$ cat config.mk
export PLATFORM = sky130hd
export DESIGN_NAME = led_pattern_driver
export DESIGN_NICKNAME = d
export VERILOG_FILES = /design/src/rtl/led_pattern_driver.sv
export SDC_FILE = /design/constraint.sdc
export NUM_CORES = 1
export LEC_CHECK = 0
export CELL_PAD_IN_SITES_DETAIL_PLACEMENT = 1
export CELL_PAD_IN_SITES_GLOBAL_PLACEMENT = 2
export CORE_MARGIN = 2
export CORE_UTILIZATION = 37
export CTS_CLUSTER_DIAMETER = 40
export DETAILED_ROUTE_END_ITERATION = 8
export PLACE_DENSITY = 0.81
export SETUP_SLACK_MARGIN = 0.05
export SYNTH_ARGS = -nofsm -noshare
export SYNTH_HDL_FRONTEND = slang
export SYNTH_SLANG_ARGS = --single-unit
export TNS_END_PERCENT = 10
$ cat constraint.sdc
create_clock -name clk -period 6 [get_ports clk]
set_input_delay 1.2 -clock clk [delete_from_list [all_inputs] [get_ports clk]]
set_output_delay 1.2 -clock clk [all_outputs]
set_load 0.01 [all_outputs]
$ cat src/rtl/led_pattern_driver.sv
// led_pattern_driver: NUM_LEDS-wide LED driver with off / blink / solid / chase
// modes, all stepping on a shared HALF_PERIOD timebase. Outputs are registered;
// there is no combinational path from any input to leds or tick.
module led_pattern_driver #(
    parameter int NUM_LEDS    = 4,
    parameter int HALF_PERIOD = 50000000,
    parameter int CNT_W       = $clog2(HALF_PERIOD)
) (
    input  logic                clk,
    input  logic                rst,
    input  logic [1:0]          mode,
    input  logic [NUM_LEDS-1:0] pattern,
    input  logic                freeze,
    output logic [NUM_LEDS-1:0] leds,
    output logic                tick
);

    typedef enum logic [1:0] {
        M_OFF   = 2'd0,
        M_BLINK = 2'd1,
        M_SOLID = 2'd2,
        M_CHASE = 2'd3
    } mode_e;

    localparam logic [CNT_W-1:0] CNT_MAX = CNT_W'(HALF_PERIOD - 1);

    logic [CNT_W-1:0]    cnt, cnt_d;
    logic                phase, phase_d;
    logic [NUM_LEDS-1:0] rot, rot_d, rot_l;
    mode_e               mode_q, mode_d, mode_in;
    logic [NUM_LEDS-1:0] leds_d;
    logic                tick_d;
    logic                expire;

    // Rotate-left by one, MSB wrapping to LSB; degenerates to identity for one LED.
    for (genvar i = 0; i < NUM_LEDS; i++) begin : g_rot
        assign rot_l[i] = rot[(i + NUM_LEDS - 1) % NUM_LEDS];
    end

    assign mode_in = mode_e'(mode);
    assign expire  = (cnt == '0);

    // Next-state: freeze holds everything (tick drops), a mode change re-enters,
    // otherwise the timebase runs and the active mode reacts to expiry.
    always_comb begin
        cnt_d   = cnt;
        phase_d = phase;
        rot_d   = rot;
        mode_d  = mode_q;
        leds_d  = leds;
        tick_d  = 1'b0;
        if (!freeze) begin
            if (mode_in != mode_q) begin
                mode_d  = mode_in;
                cnt_d   = CNT_MAX;
                phase_d = 1'b1;
                rot_d   = pattern;
                case (mode_in)
                    M_OFF:   leds_d = '0;
                    M_BLINK: leds_d = '1;
                    default: leds_d = pattern;
                endcase
            end else begin
                if (expire) begin
                    cnt_d  = CNT_MAX;
                    tick_d = 1'b1;
                end else begin
                    cnt_d  = cnt - CNT_W'(1);
                end
                case (mode_q)
                    M_OFF:   leds_d = '0;
                    M_BLINK: if (expire) begin
                        phase_d = ~phase;
                        leds_d  = {NUM_LEDS{~phase}};
                    end
                    M_SOLID: leds_d = pattern;
                    M_CHASE: if (expire) begin
                        rot_d  = rot_l;
                        leds_d = rot_l;
                    end
                    default: leds_d = leds;
                endcase
            end
        end
    end

    // State register; reset wins over freeze and mode changes.
    always_ff @(posedge clk) begin
        if (rst) begin
            cnt    <= CNT_MAX;
            phase  <= 1'b1;
            rot    <= '0;
            mode_q <= M_OFF;
            leds   <= '0;
            tick   <= 1'b0;
        end else begin
            cnt    <= cnt_d;
            phase  <= phase_d;
            rot    <= rot_d;
            mode_q <= mode_d;
            leds   <= leds_d;
            tick   <= tick_d;
        end
    end

endmodule

## Yosys cells after proc, flatten, opt, wreduce, memory -nomap -nowiden

Index checks and enable logic that the tools add are counted.

| word-level totals | value |
|---|---|
| bits of input ports | 9 |
| flip-flop bits (word level) | 38 |

| cells by class | value |
|---|---|
| bitwise operators | 2 |
| multiplexer cells | 13 |
| equal/unequal tests | 7 |
| add/sub/neg operators | 1 |
| reduce and logical (&&, ||, !) cells | 11 |

Operators by type and width:

| cell | count |
|---|---|
| 26-bit 2-to-1 mux | 2 |
| 26-bit zero test | 1 |
| 26-bit by 1-bit subtractor with 26-bit output (second input constant) | 1 |
| 4-bit 2-to-1 mux | 5 |
| 4-bit case mux with 4 select lines | 1 |
| 3-bit AND reduction | 3 |
| 4-bit case mux with 2 select lines | 1 |
| 3-bit inequality test (second input constant) | 2 |
| 2-bit nonzero test | 3 |
| 2-bit by 1-bit equality test with 1-bit output (second input constant) | 2 |
| 2-bit equality test (second input constant) | 2 |
| 2-bit zero test | 2 |
| 1-bit 2-to-1 mux | 4 |
| 3-bit OR reduction | 1 |
| 2-bit inequality test | 1 |
| 1-bit inverter | 2 |
| 2-bit AND reduction | 1 |

## Logic depth before layout (Yosys ltp)

| logic depth | value |
|---|---|
| depth after elaboration | 4 |
| depth in mapped cells | 9 |
| mapped depth without buffers | 7 |

## Worst setup path after synthesis

OpenSTA, ideal clock, no wires.

| path | value |
|---|---|
| kind | input port to flip-flop |
| start | input freeze |
| end | register cnt[22] |
| arrival | 2.563 ns |
| stages | 5 |
| data required time | 5.881 ns |
| path buffers | 0 |
| slack | 3.318 ns |
| setup time | 0.119 ns |
| cells stage by stage | nor4b_1 -> nand4_1 -> nor4b_1 -> xnor2_1 -> nand2_1 |

RTL lines:

| element | RTL line | RTL |
|---|---|---|
| start: declaration | 13 | `input logic freeze,` |
| end signal: assignment | 97 | `cnt <= cnt_d;` |
| end: declaration | 27 | `logic [CNT_W-1:0] cnt, cnt_d;` |

==> flow_metrics.env <==
export IMPL_synth_seq_cells=38
export IMPL_arrival_ns=3.64
export IMPL_vias_per_cell=5.34
export IMPL_finalCritPeriodShare_pct=58.0
export IMPL_clock_root_buffer="clkbuf_8"
export IMPL_synth_mux_area_share_pct=1.60
export IMPL_route_met2_wl_um=2120
export IMPL_port_buffers=13
export IMPL_synth_flop_cell="dfxtp_1"
export IMPL_cp_num_buf_inv=1
export IMPL_drive_above_1_share_pct=6.78
export IMPL_die_h_um=75.1
export IMPL_detailed_place_hpwl_um=3720
export IMPL_dp_cells=296
export IMPL_die_w_um=75.1
export IMPL_clock_sinks=38
export IMPL_antenna_found_initial=0
export IMPL_cp_slowest_stage_delay_ns=0.78
export IMPL_post_synth_top_area_fraction_pct=40.6
export IMPL_syn_nets=234
export IMPL_syn_cell_area_um2=1870
export IMPL_final_cells=303
export IMPL_ys_types=40
export IMPL_synth_commonest_cells="dfxtp_1, nand2_1, nor2_1"
export IMPL_fin_hold_ws_ns=0.479
export IMPL_synth_edf_count=0
export IMPL_synth_compound_gate_area_share_pct=13.6
export IMPL_cts_tree="yes"
export IMPL_internal_power_mw=0.357
export IMPL_fp_coreArea_um2=4790
export IMPL_met1_length_um=2430
export IMPL_drc=0
export IMPL_gp_congestion=0.775
export IMPL_max_freq_mhz=287
export IMPL_p_seq_share_pct=55.7
export IMPL_crit_chain="clkdlybuf4s50_1, nor4b_1, nand4_1, nor4b_1, xnor2_1, nand2_1"
export IMPL_timing_setup_critical_path_class="input port to register"
export IMPL_p_clk_share_pct=34.4
export IMPL_drt_iter0_markers=63
export IMPL_crit_path_frequent_cell="nor4b_1"
export IMPL_area_delta_synth_final_pct=13.8
export IMPL_ys_seq_area_share_pct=40.6
export IMPL_post_synth_top_count_cell="dfxtp_1"
export IMPL_cts_made_buffers=5
export IMPL_synth_cells=224
export IMPL_postLayoutCellArea_um2=2130
export IMPL_drt_pass1_iterations=4
export IMPL_cts_resized=0
export IMPL_topRoutingLayerUsed="met4"
export IMPL_worst_slew_pin_slew_ns=0.792
export IMPL_grt_remaining_overflow=0
export IMPL_synth_simple_area_share_pct=27.7
export IMPL_powerDensity_nw_per_um2=223
export IMPL_synthArstFlopShare_pct=0
export IMPL_max_slew_margin_pct=46.7
export IMPL_num_antenna_cells=0
export IMPL_grt_pass1_vias=1688
export IMPL_clk_latency_ns=0.29
export IMPL_switchingPower_mw=0.117
export IMPL_rsz0062_at_grt="false"
export IMPL_clock_path_buffers=2
export IMPL_ir_drop_uv=158
export IMPL_postCtsSetupRepairBufs=0
export IMPL_cp_end_kind="register"
export IMPL_dr_wl_met3_um=125
export IMPL_setup_tns_ns=0
export IMPL_synth_area_per_cell_um2=8.36
export IMPL_synth_area_leaders="dfxtp_1, xnor2_1, nand2_1, nor2_1, nor4_1"
export IMPL_dieArea_um2=5640
export IMPL_worst_ep_required_time_ns=6.16
export IMPL_hold_buffers=0
export IMPL_worst_path_dominant_cell_family="simple AND/OR/NAND/NOR gates"
export IMPL_hp_class="register to register"
export IMPL_wire_per_inst_um=15.7
export IMPL_worst_path_max_fanout=14
export IMPL_startpoint_type="input port"
export IMPL_boundaryPins=14
export IMPL_clk_pin_slew_ns=0.07
export IMPL_synth_fa_ha_area_share_pct=0.668
export IMPL_synth_top_cell_by_area="dfxtp_1"
export IMPL_initial_core_util_pct=39.1
export IMPL_grt_pass1_wl_um=8280
export IMPL_placed_cell_area_um2=2050
export IMPL_nets=246
export IMPL_vias=1619
export IMPL_combPwrFrac_pct=9.9
export IMPL_fillers=594
export IMPL_min_period_ns=3.48
export IMPL_core_rowCount=25
export IMPL_finalHoldViolCount=0
export IMPL_status="completed"
export IMPL_yosys_warnings=0
export IMPL_swShare_pct=24.6
export IMPL_antenna_left=0
export IMPL_drt_total_wl_um=4750
export IMPL_grt_max_degree=19
export IMPL_synthXorXnorAreaFrac_pct=11.7
export IMPL_clock_skew_ns=0.0104
export IMPL_leakage_nw=0.722
export IMPL_cts_htree_levels=2
export IMPL_cap_violations=0
export IMPL_setup_viol=0
export IMPL_drv_slew=0
export IMPL_synth_top_family_by_area="simple AND/OR/NAND/NOR gates"
export IMPL_cp_slowest_cell="nor4b_1"
export IMPL_finish_utilization_pct=44.5
export IMPL_grt_usage_pct=19.6
-- path summary, 6_finish.rpt --
check,startpoint,endpoint,slack [ns],cells past startpoint
max reg2reg,cnt[13],leds[3],2.98,5
max,freeze,cnt[22],2.52,6
min reg2reg,leds[2],leds[2],0.48,2
min,leds[2],leds[2],0.48,2
-- tightest hold or removal path, delay by kind of cell (launching register included) --
kind,cells,cell delay [ns]
flip-flops,1,0.31
buffers and inverters,1,0.05
AO/OA/AOI/OAI,1,0.07
-- logic make-up after synthesis --
kind of cell               after synthesis
muxes                                    3
and+or+nand+nor                        101
DFF                                     38
xor gates and xnor gates                25
buffers and inverters                   19
adders and majority gates                1
AOI/OAI and AO/OA                       37
-- power groups by stage --
stage	Clock [mW]	Combinational [mW]	Sequential, mW
after floorplan	0	0.0282	0.269
after global placement	0	0.0452	0.269
after detailed placement	0	0.0471	0.270
after CTS	0.169	0.0473	0.264
after global routing	0.180	0.0519	0.265
final	0.163	0.0469	0.264
-- registers in the layout, summed over array words and instances (netlist names) --
name    flops
mode_q      2
cnt        26
leds        4
rot         4
phase       1
tick        1
-- placed cells by master, fill, tap and decap left out, types with 2 or more instances in the layout --
cell,instances
nor4b_1,3
a21oi_1,14
a221oi_1,4
or3_1,3
mux2i_1,3
o21ai_0,6
clkdlybuf4s50_1,13
xor2_1,8
nand3_1,3
nor3_1,6
xnor2_1,17
nand2b_1,2
and3_1,3
a311oi_1,2
a21o_1,2
nor2b_1,2
nor4_1,13
inv_1,11
clkinv_2,2
nand2_1,34
dfxtp_1,38
o221a_2,4
clkbuf_8,5
nor2_1,22
-- final cells by class --
class | count | area (um2) | share of cell area (%)
Tap cell | 67 | 83.8 | 3.93
Sequential cell | 38 | 761 | 35.7
Multi-Input combinational cell | 167 | 1040 | 48.6
Clock inverter | 2 | 10.0 | 0.470
Timing Repair Buffer | 13 | 130 | 6.11
Inverter | 11 | 41.3 | 1.94
Clock buffer | 5 | 68.8 | 3.23
-- routing by layer --
layer,vias to the layer above,track usage [%]
li1,813,-
met1,781,27.1
met2,16,29.6
met3,9,4.69
met4,0,6.94
met5,-,0
-- per-stage QoR --
stage          power (mW)  worst slack [ns]
6_report            0.474              2.52
5_1_grt             0.497              2.30
4_1_cts             0.481              2.51
3_5_place_dp        0.317              2.21
3_3_place_gp        0.314              2.32
2_1_floorplan       0.297              3.32
(Power assumes the default switching activity.)
